$ cat src/rtl/ifetch32.sv
// ---------------------------------------------------------------------------
// ifetch32 -- instruction fetch unit for a 32-bit MIPS-style core.
//
// Fetches one instruction word at a time from a handshaked instruction ROM,
// holds it for decode/execute and, when the downstream stage retires it,
// computes the next program counter from the jump/branch controls that the
// decoder and ALU supply for that same instruction.
//
// Ports
//   clock             rising-edge system clock
//   reset             asynchronous active-low reset
//   rom_req           ROM read request (high for the whole fetch)
//   rom_adr[13:0]     ROM word address, always PC[15:2]
//   rom_ack           ROM data valid this cycle (only honoured while fetching)
//   rom_data[31:0]    ROM read word
//   Instruction[31:0] latched instruction word
//   inst_valid        Instruction is valid for decode/execute
//   stall             downstream hold; the instruction is not retired while high
//   branch_base_addr  PC+4 of the current instruction
//   Addr_result       branch target computed by execute
//   Read_data_1       rs value, used as the jr target
//   Branch, nBranch, Jmp, Jal, Jrn  decoded controls for Instruction
//   Zero              ALU zero flag for Instruction
//   link_addr         return address captured on a jal retire
//   pc_out            current PC
// ---------------------------------------------------------------------------
module ifetch32 (
  input  logic        clock,
  input  logic        reset,
  output logic        rom_req,
  output logic [13:0] rom_adr,
  input  logic        rom_ack,
  input  logic [31:0] rom_data,
  output logic [31:0] Instruction,
  output logic        inst_valid,
  input  logic        stall,
  output logic [31:0] branch_base_addr,
  input  logic [31:0] Addr_result,
  input  logic [31:0] Read_data_1,
  input  logic        Branch,
  input  logic        nBranch,
  input  logic        Jmp,
  input  logic        Jal,
  input  logic        Jrn,
  input  logic        Zero,
  output logic [31:0] link_addr,
  output logic [31:0] pc_out
);

  typedef enum logic [1:0] {
    S_IDLE = 2'd0,
    S_REQ  = 2'd1,
    S_EXEC = 2'd2
  } state_t;

  state_t      state_q, state_d;
  logic [31:0] pc_q, pc_d;
  logic [31:0] instr_q, instr_d;
  logic        valid_q, valid_d;
  logic [31:0] link_q, link_d;
  logic        rom_req_q, rom_req_d;

  logic [31:0] pc_plus4_s;
  logic [31:0] next_pc_s;
  logic        branch_taken_s;
  logic        retire_s;

  // Target word alignment drops the two low bits of both register-based
  // targets; they are deliberately ignored.
  logic        unused_bits_s;
  assign unused_bits_s = ^{Read_data_1[1:0], Addr_result[1:0]};

  // Sequential successor, wraps naturally at 2^32.
  assign pc_plus4_s = pc_q + 32'd4;

  // Either branch flavour may fire; both set together means "taken if
  // either condition holds".
  assign branch_taken_s = (Branch & Zero) | (nBranch & ~Zero);

  // Retire happens only on a non-stalled cycle in S_EXEC, so the branch
  // controls and Zero are effectively sampled on that edge alone.
  assign retire_s = (state_q == S_EXEC) && !stall;

  // Next-PC selection: jr beats j/jal beats conditional branch beats PC+4.
  always_comb begin
    next_pc_s = pc_plus4_s;
    if (Jrn) begin
      next_pc_s = {Read_data_1[31:2], 2'b00};
    end else if (Jmp || Jal) begin
      next_pc_s = {pc_plus4_s[31:28], instr_q[25:0], 2'b00};
    end else if (branch_taken_s) begin
      next_pc_s = {Addr_result[31:2], 2'b00};
    end else begin
      next_pc_s = pc_plus4_s;
    end
  end

  // Fetch FSM next-state and datapath register updates.
  always_comb begin
    state_d = state_q;
    pc_d    = pc_q;
    instr_d = instr_q;
    valid_d = valid_q;
    link_d  = link_q;
    case (state_q)
      S_IDLE: begin
        state_d = S_REQ;
      end
      S_REQ: begin
        if (rom_ack) begin
          instr_d = rom_data;
          valid_d = 1'b1;
          state_d = S_EXEC;
        end else begin
          state_d = S_REQ;
        end
      end
      S_EXEC: begin
        if (retire_s) begin
          pc_d    = next_pc_s;
          valid_d = 1'b0;
          state_d = S_REQ;
          // jal links even when a simultaneous jr wins the target.
          if (Jal) begin
            link_d = pc_plus4_s;
          end else begin
            link_d = link_q;
          end
        end else begin
          state_d = S_EXEC;
        end
      end
      default: begin
        state_d = S_IDLE;
        valid_d = 1'b0;
      end
    endcase
    // The request flop follows the state we are about to enter, so rom_req
    // rises in the same cycle S_REQ is entered.
    rom_req_d = (state_d == S_REQ);
  end

  // State and datapath registers with asynchronous active-low reset.
  always_ff @(posedge clock or negedge reset) begin
    if (!reset) begin
      state_q   <= S_IDLE;
      pc_q      <= 32'd0;
      instr_q   <= 32'd0;
      valid_q   <= 1'b0;
      link_q    <= 32'd0;
      rom_req_q <= 1'b0;
    end else begin
      state_q   <= state_d;
      pc_q      <= pc_d;
      instr_q   <= instr_d;
      valid_q   <= valid_d;
      link_q    <= link_d;
      rom_req_q <= rom_req_d;
    end
  end

  assign rom_req          = rom_req_q;
  assign rom_adr          = pc_q[15:2];
  assign Instruction      = instr_q;
  assign inst_valid       = valid_q;
  assign branch_base_addr = pc_plus4_s;
  assign link_addr        = link_q;
  assign pc_out           = pc_q;

endmodule

$ cat config.mk
export PLATFORM = sky130hd
export DESIGN_NAME = ifetch32
export DESIGN_NICKNAME = d
export VERILOG_FILES = /design/src/rtl/ifetch32.sv
export SDC_FILE = /design/constraint.sdc
export NUM_CORES = 1
export LEC_CHECK = 0
export CAP_MARGIN = 15
export CORE_UTILIZATION = 46
export CTS_BUF_LIST = sky130_fd_sc_hd__clkbuf_4 sky130_fd_sc_hd__clkbuf_8
export DETAILED_ROUTE_END_ITERATION = 7
export HOLD_SLACK_MARGIN = 0.06
export PLACE_DENSITY = 0.89
export SLEW_MARGIN = 20
export SYNTH_ARGS = -nofsm -noshare
export SYNTH_HDL_FRONTEND = slang
export SYNTH_SLANG_ARGS = --single-unit
export TNS_END_PERCENT = 1
$ cat constraint.sdc
create_clock -name clock -period 4.1 [get_ports clock]
set_input_delay 0.82 -clock clock [delete_from_list [all_inputs] [get_ports clock]]
set_output_delay 0.82 -clock clock [all_outputs]
set_load 0.05 [all_outputs]
Word level (Yosys, flattened, before mapping)
Cells that the tools add are included.
W data, S select, Z words.
{ "totals": {"reg_bits": 100, "inputBits": 106, "output_inout_bits": 144, "word_cells": 34} }
{ "op_classes": {"addsub": 1, "eq_ne": 5, "n_mux": 9, "n_bitwise": 5, "reduce_logical": 8} }
{ "ops": {"columns": ["operator", "count"], "rows": [
  ["$mux W32", 3],
  ["$add A32 B3 Y32 const B", 1],
  ["$pmux W2 S3", 1],
  ["$reduce_and A3 Y1", 2],
  ["$eq A2 B1 Y1 const B", 2],
  ["$mux W2", 2],
  ["$ne A2 B2 Y1 const B", 2],
  ["$reduce_and A2 Y1", 2],
  ["$pmux W1 S3", 1],
  ["$and A1 B1 Y1", 2],
  ["$eq A2 B2 Y1 const B", 1],
  ["$logic_not A2 Y1", 1],
  ["$mux W1", 2],
  ["$not A1 Y1", 2],
  ["$logic_and A1 B1 Y1", 1],
  ["$logic_not A1 Y1", 1],
  ["$logic_or A1 B1 Y1", 1],
  ["$or A1 B1 Y1", 1]
]} }

Logic depth before layout (Yosys ltp)
Gate-level depths: netlist of the first run.
{ "logic_depth": {"depth_word": 6, "ltp_mapped": 7, "ltp_nobuf": 6} }

Least setup slack after synthesis of the first run
No wires, ideal clock.
{ "synth_timing": {"kind": "register to output", "startpoint": "reg pc_q[12] (netlist: pc_out[12])", "endpoint": "out branch_base_addr[23]", "t_arrival_ns": 2.899, "required_ns": 3.280, "setup_slack_ns": 0.381, "path_stages_with_launch": 5, "path_buffers": 0, "path_cell_list": "dfrtp_1 nand3_2 or4_4 or4_4 xnor2_1"} }
{ "synth_via": {"elab_chain_cells": 1} }
{ "synth_rtl": {"columns": ["element", "line", "source"], "rows": [
  ["start: declaration", "57", "logic [31:0] pc_q, pc_d;"],
  ["start signal: assignment", "154", "pc_q <= pc_d;"],
  ["$add A32 B3 Y32", "74", "assign pc_plus4_s = pc_q + 32'd4;"],
  ["end: declaration", "37", "output logic [31:0] branch_base_addr,"]
]} }
Every way passes these cells.

Worst setup path after layout of the first run
{ "layout_timing": {"startpoint": "reg pc_q[8] (netlist: pc_out[8])", "endpoint": "out branch_base_addr[27]"} }
The elaborated chain is that of the path after synthesis.

==> reports/qor.log, run 1 <==
INFO  cts            tritoncts.num_buffers=9
INFO  yosys          synth.ff_latch_count=96
INFO  detailed_routing drcViolationCount=0
INFO  timing         maxClockFrequency=0.251GHz
INFO  detailed_routing ant_nets=0
INFO  die            die_area=11800um^2
INFO  timing         final.min_clock_period=3.98ns
INFO  worst_setup_path cp_slowest_stage_delay=0.85ns
INFO  worst_setup_path end_kind=output port
INFO  worst_setup_path critical-path-top-delay-family=buffers and inverters
INFO  cts            post_cts_hold_buffer_count=0
INFO  yosys          syn_inst=520
INFO  timing         slew_viol_final=0
INFO  placed_design  io_buffers=239
INFO  grt            grt_usage=32.5%
INFO  cts            cts_max_path_buffers=2
INFO  grt            grt_antenna_before_repair=1
INFO  grt            gr-total-overflow=0
INFO  cts            cts_num_sinks=96
INFO  pwr            power.share.clock=10.5%
INFO  timing         final.setup.tns=0ns
INFO  yosys          number_of_enable_type_register_cells_in_the_synthesized_netlist=0
INFO  worst_setup_path regToRegEndpoint=link_addr[23]$_DFFE_PN0P_
INFO  worst_setup_path critPathLaunchType=flop
INFO  worst_setup_path critPathLaunch=pc_out[8]$_DFFE_PN0P_
INFO  cts            worst_setup_hold_path_clk_slew=0.10ns
INFO  yosys          syn_area=5250um^2
INFO  worst_setup_path worstSetupPathDepth=6
INFO  cells_and_area post-route-util=72.5%
INFO  timing         transition_at_the_pin_with_the_smallest_max_transition_slack=0.974ns
INFO  worst_setup_path worstSetupPathType=flop to output port
INFO  die            die_height=109um
INFO  timing         finalHoldViolations=0
INFO  pwr            p_int=3.63mW
INFO  cts            cts_max_level=3
INFO  pwr            seqPwrFrac=24.1%
INFO  worst_setup_path critPathSlowestCell=sky130_fd_sc_hd__clkdlybuf4s50_1
INFO  placed_design  hpwlAfterDp=14100um
INFO  worst_setup_path crit_path_end=branch_base_addr[27]
INFO  pwr            swShare=53.8%
INFO  placed_design  place_congestion=0.897
INFO  yosys          synthArstFlopShare=100%
INFO  detailed_routing vias_per_cell=6.01
INFO  grt            grt_start_max_net_pins=49
INFO  timing         min_period_over_period=97.2%
INFO  die            start_util=47.8%
INFO  worst_setup_path worstPathRequired=3.28ns
INFO  cts            tritoncts=yes
INFO  cells_and_area fin_area=7970um^2
INFO  pwr            power.static_leakage=3.25nW
INFO  detailed_routing wirelength=18800um
INFO  cells_and_area area_growth_syn_to_layout=51.9%
INFO  worst_hold_path min-delay-path-class=primary input to async pin
INFO  worst_setup_path cp_max_fo=7
INFO  timing         finalSetupViolations=0
INFO  yosys          synth_warnings=0
INFO  outcome        status=complete, no violations
INFO  pwr            comb_power_share=65.4%
INFO  job            cap_viol_max_count=0
INFO  pwr            net_switching_power=4.23mW
INFO  grt            via_count_of_the_first_global_routing_pass=5340
INFO  worst_setup_path reg2reg_depth=5
INFO  yosys          synth_area_leaders=sky130_fd_sc_hd__dfrtp_1, sky130_fd_sc_hd__mux2_2, sky130_fd_sc_hd__a21oi_1, sky130_fd_sc_hd__buf_4, sky130_fd_sc_hd__xnor2_1
INFO  pwr            irDropWorstVdd=0.000603V
INFO  detailed_routing pre_repair_dr_iteration_count=5
INFO  cells_and_area ant_cells=0
INFO  timing         grt_setup_unrepaired=no
INFO  die            io_pins=250
INFO  detailed_routing routedWlPerCell=21.2um
INFO  grt            first_pass_grt_wire_length=28900um
INFO  die            coreArea=11000um^2
INFO  worst_setup_path worst-r2r-setup-slack=1.76ns
INFO  yosys          synth.largest_area_cell=sky130_fd_sc_hd__dfrtp_1
INFO  yosys          synth_seq_area_share=45.8%
INFO  yosys          synth_top_area_share=45.8%
INFO  yosys          ys.flop_type=sky130_fd_sc_hd__dfrtp_1
INFO  worst_setup_path crit-reg2reg-launch=pc_out[11]$_DFFE_PN0P_
INFO  timing         worst_slew_margin_rel=34.8%
INFO  yosys          synth_area_per_cell=10.1um^2
INFO  pwr            power.density_cell_area=988nW/um^2
INFO  cells_and_area fin_nets=847
INFO  cts            worstSkewPairLatency=0.38ns
INFO  die            die_w=109um
INFO  yosys          yosysUniqueCellTypes=57
INFO  cells_and_area drive_gt1_share=14.2%
INFO  die            fp-row-count=38
INFO  worst_setup_path crit_arrival=3.16ns
INFO  detailed_routing dr.first_iter.drc_count=436
INFO  worst_setup_path critical_path.n_buffers_inverters=2
INFO  placed_design  postPlaceCellArea=7690um^2
INFO  timing         clock-skew-final=0.0159ns
INFO  detailed_routing overall_via_count_from_detail_route=5323
INFO  cts            clk_root_buffer_cell=sky130_fd_sc_hd__clkbuf_8
INFO  worst_setup_path crit_path_cells=nand4_1, nor4_2, buf_4, nor4b_2, xor2_1, clkdlybuf4s50_1
-- per-stage QoR --
stage	setup WS (ns)	hold slack [ns]	instances	total power, mW
2_1_floorplan	0.381	0.505	525	5.26
3_3_place_gp	0.515	0.488	869	6.91
3_5_place_dp	0.491	0.495	869	7.03
4_1_cts	0.0701	0.481	885	7.87
5_1_grt	0.00230	0.496	885	8.17
6_report	0.116	0.455	885	7.87
-- cell usage in the layout (no fill, tap or decap), types with 4 or more instances in the layout --
cell / Yosys / routed
sky130_fd_sc_hd__a21oi_1: 35 / 35
sky130_fd_sc_hd__a221oi_1: 9 / 9
sky130_fd_sc_hd__and3_1: 6 / 6
sky130_fd_sc_hd__a211oi_1: 7 / 7
sky130_fd_sc_hd__or2_2: 5 / 5
sky130_fd_sc_hd__o21ai_0: 27 / 27
sky130_fd_sc_hd__bufinv_16: 0 / 4
sky130_fd_sc_hd__mux2_2: 53 / 53
sky130_fd_sc_hd__nor4_1: 5 / 5
sky130_fd_sc_hd__a31o_2: 5 / 5
sky130_fd_sc_hd__and2_1: 6 / 6
sky130_fd_sc_hd__o22ai_1: 4 / 4
sky130_fd_sc_hd__nand2b_1: 5 / 5
sky130_fd_sc_hd__nor2_1: 33 / 33
sky130_fd_sc_hd__clkdlybuf4s50_1: 0 / 235
sky130_fd_sc_hd__nand3_1: 9 / 9
sky130_fd_sc_hd__a31oi_1: 8 / 8
sky130_fd_sc_hd__nand2_1: 33 / 32
sky130_fd_sc_hd__inv_1: 17 / 17
sky130_fd_sc_hd__nand4_1: 10 / 10
sky130_fd_sc_hd__buf_4: 20 / 17
sky130_fd_sc_hd__or3_1: 8 / 8
sky130_fd_sc_hd__dfrtp_1: 96 / 96
sky130_fd_sc_hd__clkbuf_8: 0 / 10
sky130_fd_sc_hd__xor2_1: 8 / 8
sky130_fd_sc_hd__a32o_1: 4 / 4
sky130_fd_sc_hd__mux2i_1: 6 / 5
sky130_fd_sc_hd__conb_1: 1 / 6
sky130_fd_sc_hd__nor3_1: 5 / 5
sky130_fd_sc_hd__o31ai_1: 7 / 7
sky130_fd_sc_hd__xnor2_1: 17 / 17
-- sequential cells by signal, indices dropped and copies added, names as in the netlist --
name         flops
Instruction     32
inst_valid       1
link_addr       30
pc_out          30
rom_req          1
state_q          2
-- routing by layer --
metal	GRT usage (%)	vias up	wire, um
met4	13.3	0	699
met1	40.6	2610	7070
met3	8.37	59	1660
met5	0	-	0
met2	53.7	338	9340
li1	-	2316	-
-- kinds of logic (layout without fill, tap and decap cells) --
logic type	count (synthesis)	in the layout	share of synthesized area, %
and+or+nand+nor	138	138	13.9
AOI/OAI and AO/OA	132	132	16.9
DFF	96	96	45.8
buffers and inverters	68	288	6.37
muxes	59	59	12.5
xor gates and xnor gates	25	25	4.17
adders and majority gates	1	1	0.239
other	1	6	0.0715
-- cells in the mapped netlist (6+ instances only) --
master and number:
sky130_fd_sc_hd__dfrtp_1 96, sky130_fd_sc_hd__mux2_2 53, sky130_fd_sc_hd__a21oi_1 35, sky130_fd_sc_hd__nand2_1 33, sky130_fd_sc_hd__nor2_1 33, sky130_fd_sc_hd__clkbuf_1 27
sky130_fd_sc_hd__o21ai_0 27, sky130_fd_sc_hd__buf_4 20, sky130_fd_sc_hd__inv_1 17, sky130_fd_sc_hd__xnor2_1 17, sky130_fd_sc_hd__nand4_1 10, sky130_fd_sc_hd__a221oi_1 9
sky130_fd_sc_hd__nand3_1 9, sky130_fd_sc_hd__a31oi_1 8, sky130_fd_sc_hd__or3_1 8, sky130_fd_sc_hd__xor2_1 8, sky130_fd_sc_hd__a211oi_1 7, sky130_fd_sc_hd__o31ai_1 7
sky130_fd_sc_hd__and2_1 6, sky130_fd_sc_hd__and3_1 6, sky130_fd_sc_hd__mux2i_1 6
-- power groups by stage --
stage | Sequential [mW] | Combinational [mW] | Clock, mW
2_1_floorplan | 3.38 | 1.87 | 0
3_3_place_gp | 1.86 | 5.05 | 0
3_5_place_dp | 1.90 | 5.13 | 0
4_1_cts | 1.88 | 5.15 | 0.834
5_1_grt | 1.96 | 5.34 | 0.876
6_report | 1.90 | 5.15 | 0.825
-- repair_timing --
item                                    in CTS  in global routing
gates resized for setup                      0                  3
endpoints found under the setup margin       0                  3
setup buffers                                0                  0
-- worst register-to-register path, cell delays in order, from the launching register on --
cell                      delay [ns]
sky130_fd_sc_hd__dfrtp_1        0.47
sky130_fd_sc_hd__nand3_2        0.17
sky130_fd_sc_hd__or4_4          0.58
sky130_fd_sc_hd__or4_4          0.57
sky130_fd_sc_hd__xnor2_1        0.16
sky130_fd_sc_hd__mux2_2         0.27
-- worst min-delay path by stage --
stage | start | endpoint | slack, ns
floorplan | state_q[1]$_DFF_PN0_ | inst_valid$_DFFE_PN0P_ | 0.50
global placement | link_addr[15]$_DFFE_PN0P_ | link_addr[15]$_DFFE_PN0P_ | 0.49
global route | reset | pc_out[4]$_DFFE_PN0P_ | 0.50
CTS | reset | link_addr[16]$_DFFE_PN0P_ | 0.48
finish | reset | pc_out[16]$_DFFE_PN0P_ | 0.46
detailed placement | Instruction[30]$_DFFE_PN0N_ | Instruction[30]$_DFFE_PN0N_ | 0.50
-- layout make-up --
| cell class | count | area, um^2 |
|---|---|---|
| fillers | 787 | 3020 |
| multi-input cells | 361 | 2540 |
| repair buffers | 255 | 2520 |
| flip-flops and latches | 96 | 2400 |
| well taps | 140 | 175 |
| clock buffers | 10 | 138 |
| clock inverters | 6 | 130 |
| inverters | 17 | 63.8 |
Power figures use the tool's default switching activity.
==> run 2, diff against run 1 <==
- ABC_AREA: not set -> 1
- CORE_MARGIN: not set -> 10
- CORE_UTILIZATION: 46 -> 35
- PLACE_DENSITY: 0.89 -> 0.69
==> run 2 against run 1 <==
Effect of this change:
- clock-buffer cell count unchanged
- flip-flop and latch count unchanged
- via count up 8.1%
- fmax up 7.8%
- synthesized cell count up 54%
- non-clock buffer count down 8
- critical path type unchanged
- largest cell class unchanged
==> reports/qor.log, run 2 <==
INFO  cts            worst_setup_hold_path_clk_slew=0.10ns [about the same]
INFO  cts            post_cts_hold_buffer_count=0 [unchanged]
INFO  cells_and_area largest_reg_flops=32 [unchanged]
INFO  yosys          yosysUniqueCellTypes=38 [-33%]
INFO  cts            resized_cells_post_cts=0 [unchanged]
INFO  yosys          syn_area=5730um^2 [+9.2%]
INFO  detailed_routing wirelength=21200um [+13%]
INFO  yosys          synth.ff_latch_count=96 [unchanged]
INFO  yosys          synth_top_area_share=41.9% [-3.9 points]
INFO  cells_and_area fin_nets=1120 [+32%]
INFO  yosys          post_synthesis_share_of_cell_area_spent_on_xor_and_xnor_gates=2.23% [-1.9 points]
INFO  pwr            swShare=57.0% [+3.2 points]
INFO  die            die_w=148um [+36%]
INFO  timing         finalHoldViolations=0 [unchanged]
INFO  cts            cts_max_path_buffers=2 [unchanged]
INFO  yosys          synth_area_per_cell=7.16um^2 [-29%]
INFO  die            coreArea=15900um^2 [+45%]
INFO  pwr            power.density_cell_area=908nW/um^2 [-8.0%]
INFO  yosys          ys.flop_type=sky130_fd_sc_hd__dfrtp_1
INFO  timing         clock-skew-final=0.0129ns [-0.00298 ns]
INFO  yosys          syn_inst=800 [+54%]
INFO  cts            tritoncts.num_buffers=9 [unchanged]
INFO  worst_setup_path worstSetupPathType=flop to output port
INFO  die            fp-row-count=46 [+21%]
INFO  die            start_util=35.9% [-12 points]
INFO  timing         transition_at_the_pin_with_the_smallest_max_transition_slack=0.994ns [+0.0201 ns]
INFO  grt            grt_start_max_net_pins=68 [+39%]
INFO  worst_setup_path crit_path_cells=ha_1, nand3_2, inv_2, nand3_1, xnor2_1, clkdlybuf4s50_1
INFO  worst_setup_path reg2reg_depth=6 [+1]
INFO  pwr            irDropWorstVdd=0.000419V [-31%]
INFO  grt            first_pass_grt_wire_length=33100um [+15%]
INFO  worst_setup_path cp_slowest_stage_delay=0.89ns [+0.04 ns]
INFO  worst_hold_path min-delay-path-class=flop to flop
INFO  yosys          post-synth-top-count-cell=sky130_fd_sc_hd__nand2_1
INFO  yosys          share_of_synthesized_area_spent_on_multiplexers=2.36% [-10 points]
INFO  placed_design  hpwlAfterDp=16800um [+19%]
INFO  worst_setup_path critical_path.n_buffers_inverters=2 [unchanged]
INFO  yosys          number_of_enable_type_register_cells_in_the_synthesized_netlist=0 [unchanged]
INFO  yosys          synth_simple_gate_area_share=36.1% [+22 points]
INFO  detailed_routing pre_repair_dr_iteration_count=5 [unchanged]
INFO  worst_setup_path critPathSlowestCell=sky130_fd_sc_hd__clkdlybuf4s50_1
INFO  worst_setup_path critPathLaunchType=flop
INFO  cts            clk_root_buffer_cell=sky130_fd_sc_hd__clkbuf_8
INFO  yosys          synth_warnings=0 [unchanged]
INFO  worst_setup_path worstSetupPathDepth=6 [unchanged]
INFO  grt            gr-total-overflow=0 [unchanged]
INFO  yosys          synth_compound_area_share=7.95% [-9.0 points]
INFO  pwr            seqPwrFrac=24.5% [+0.4 points]
INFO  yosys          synth.largest_area_cell=sky130_fd_sc_hd__dfrtp_1
INFO  worst_setup_path worstPathRequired=3.28ns [about the same]
INFO  yosys          main_combinational_cell_family_by_area_after_synthesis=simple AND/OR/NAND/NOR gates
INFO  cts            worstSkewPairLatency=0.39ns [about the same]
INFO  placed_design  io_buffers=239 [unchanged]
INFO  pwr            power.share.clock=8.8% [-1.7 points]
INFO  cts            tritoncts=yes
INFO  pwr            comb_power_share=66.8% [+1.4 points]
INFO  cells_and_area area_growth_syn_to_layout=46.4%
INFO  timing         grt_setup_unrepaired=no
INFO  grt            via_count_of_the_first_global_routing_pass=5750 [+7.7%]
INFO  pwr            power.static_leakage=3.98nW [+22%]
INFO  detailed_routing vias_per_cell=4.65 [-23%]
INFO  worst_setup_path end_kind=output port
INFO  timing         worst_slew_margin_rel=33.6% [-1.2 points]
INFO  worst_setup_path crit_arrival=2.88ns [-0.28 ns]
INFO  timing         slew_viol_final=0 [unchanged]
INFO  timing         final.setup.tns=0ns [unchanged]
INFO  outcome        status=complete, no violations
INFO  detailed_routing dr.first_iter.drc_count=308 [-29%]
INFO  cells_and_area leading_cell_types_in_the_layout_fill_and_taps_excluded=sky130_fd_sc_hd__nand2_1, sky130_fd_sc_hd__clkdlybuf4s50_1, sky130_fd_sc_hd__dfrtp_1, sky130_fd_sc_hd__nor2_1, sky130_fd_sc_hd__inv_1
INFO  cells_and_area fillers=1574 [+100%]
INFO  cells_and_area post-route-util=52.6% [-20 points]
INFO  timing         final.min_clock_period=3.70ns [-0.287 ns]
INFO  pwr            p_int=3.28mW [-9.8%]
INFO  detailed_routing drcViolationCount=0 [unchanged]
INFO  timing         finalSetupViolations=0 [unchanged]
INFO  worst_setup_path worst-r2r-setup-slack=1.92ns [+0.16 ns]
INFO  worst_setup_path crit-reg2reg-launch=state_q[0]$_DFF_PN0_
INFO  timing         fin_worst_hold_slack=0.485ns [+0.0299 ns]
INFO  timing         min_period_over_period=90.2% [-7.0 points]
INFO  cts            cts_max_level=3 [unchanged]
INFO  timing         maxClockFrequency=0.270GHz [+7.8%]
INFO  placed_design  place_congestion=0.885 [-1.4%]
INFO  detailed_routing overall_via_count_from_detail_route=5752 [+8.1%]
INFO  cells_and_area fin_area=8390um^2 [+5.3%]
INFO  cts            cts_num_sinks=96 [unchanged]
INFO  cells_and_area layout_commonest_cell=sky130_fd_sc_hd__nand2_1
INFO  worst_setup_path critPathLaunch=pc_out[3]$_DFFE_PN0P_
INFO  pwr            net_switching_power=4.34mW [+2.6%]
INFO  yosys          post_synth_fa_ha_maj_area_fraction=0.218% [-0.020 points]
INFO  die            io_pins=250 [unchanged]
INFO  detailed_routing routedWlPerCell=17.1um [-19%]
INFO  detailed_routing ant_nets=0 [unchanged]
INFO  worst_setup_path critical-path-top-delay-family=buffers and inverters
INFO  die            die_area=21900um^2 [+85%]
INFO  worst_hold_path worstHoldPathCells=2
INFO  yosys          synthArstFlopShare=100% [unchanged]
INFO  cells_and_area drive_gt1_share=7.17% [-7.1 points]
INFO  grt            grt_usage=19.1% [-13 points]
INFO  placed_design  postPlaceCellArea=8180um^2 [+6.4%]
INFO  die            die_height=148um [+36%]
INFO  grt            grt_antenna_before_repair=3 [+2]
INFO  yosys          synth_seq_area_share=41.9% [-3.9 points]
INFO  yosys          synth_area_leaders=sky130_fd_sc_hd__dfrtp_1, sky130_fd_sc_hd__nand2_1, sky130_fd_sc_hd__nor2_1, sky130_fd_sc_hd__a21oi_1, sky130_fd_sc_hd__inv_1
INFO  cts            cts_post_setup_buffers_inserted=0 [unchanged]
INFO  worst_setup_path cp_max_fo=6 [-1]
INFO  worst_hold_path timing.hold.worst.start=Instruction[26]$_DFFE_PN0N_
INFO  yosys          synthTopCellsByCount=sky130_fd_sc_hd__nand2_1, sky130_fd_sc_hd__dfrtp_1, sky130_fd_sc_hd__nor2_1, sky130_fd_sc_hd__inv_1, sky130_fd_sc_hd__a21oi_1
INFO  job            cap_viol_max_count=0 [unchanged]
run 2: worst min-delay path, stage by stage (launching register included):
cell	delay (ns)
sky130_fd_sc_hd__dfrtp_1	0.36
sky130_fd_sc_hd__nand2_1	0.05
sky130_fd_sc_hd__nand2_1	0.04
run 2: worst paths after layout:
path	end
min in group asynchronous	link_addr[3]$_DFFE_PN0P_
hold / removal	Instruction[26]$_DFFE_PN0N_
hold reg to reg	Instruction[26]$_DFFE_PN0N_
max in group asynchronous	Instruction[19]$_DFFE_PN0N_
setup reg to reg	link_addr[31]$_DFFE_PN0P_
setup / recovery	branch_base_addr[12]
run 2: final cells by class:
type / instances / area, um^2 / share of cell area [%]
Sequential cell: 96 / 2400 / 28.6
Clock buffer: 10 / 138 / 1.64
Antenna cell: 2 / 5.00 / 0.0597
Multi-Input combinational cell: 597 / 2820 / 33.7
Clock inverter: 6 / 67.6 / 0.805
Tap cell: 216 / 270 / 3.22
Timing Repair Buffer: 247 / 2450 / 29.2
Inverter: 62 / 233 / 2.77
run 2: metal layers:
| metal | track usage, % | part of all wire, % | wire, um |
|---|---|---|---|
| met4 | 6.05 | 1.7 | 359 |
| met5 | 0 | 0.033 | 7 |
| met3 | 5.65 | 7.4 | 1580 |
| met2 | 30.9 | 47 | 9900 |
| met1 | 24.0 | 44 | 9360 |
run 2: power groups by stage:
stage | logic (mW) | clock network [mW] | registers [mW]
final | 5.09 | 0.669 | 1.86
after global routing | 5.38 | 0.723 | 1.94
after CTS | 5.13 | 0.690 | 1.86
after detailed placement | 5.12 | 0 | 1.87
after global placement | 5.09 | 0 | 1.86
after floorplan | 1.89 | 0 | 3.31
run 2: through the flow:
stage               power, mW  setup slack (ns)  instances
floorplan                5.20             0.959        805
global placement         6.95             0.863       1218
detailed placement       6.99             0.813       1218
CTS                      7.68             0.373       1234
global route             8.04             0.249       1236
finish                   7.62             0.402       1236
run 2: cells by family after synthesis:
kind of cell               after synthesis
muxes                                   12
AOI/OAI and AO/OA                       82
other                                    1
buffers and inverters                  112
xor gates and xnor gates                12
and+or+nand+nor                        484
DFF                                     96
adders and majority gates                1
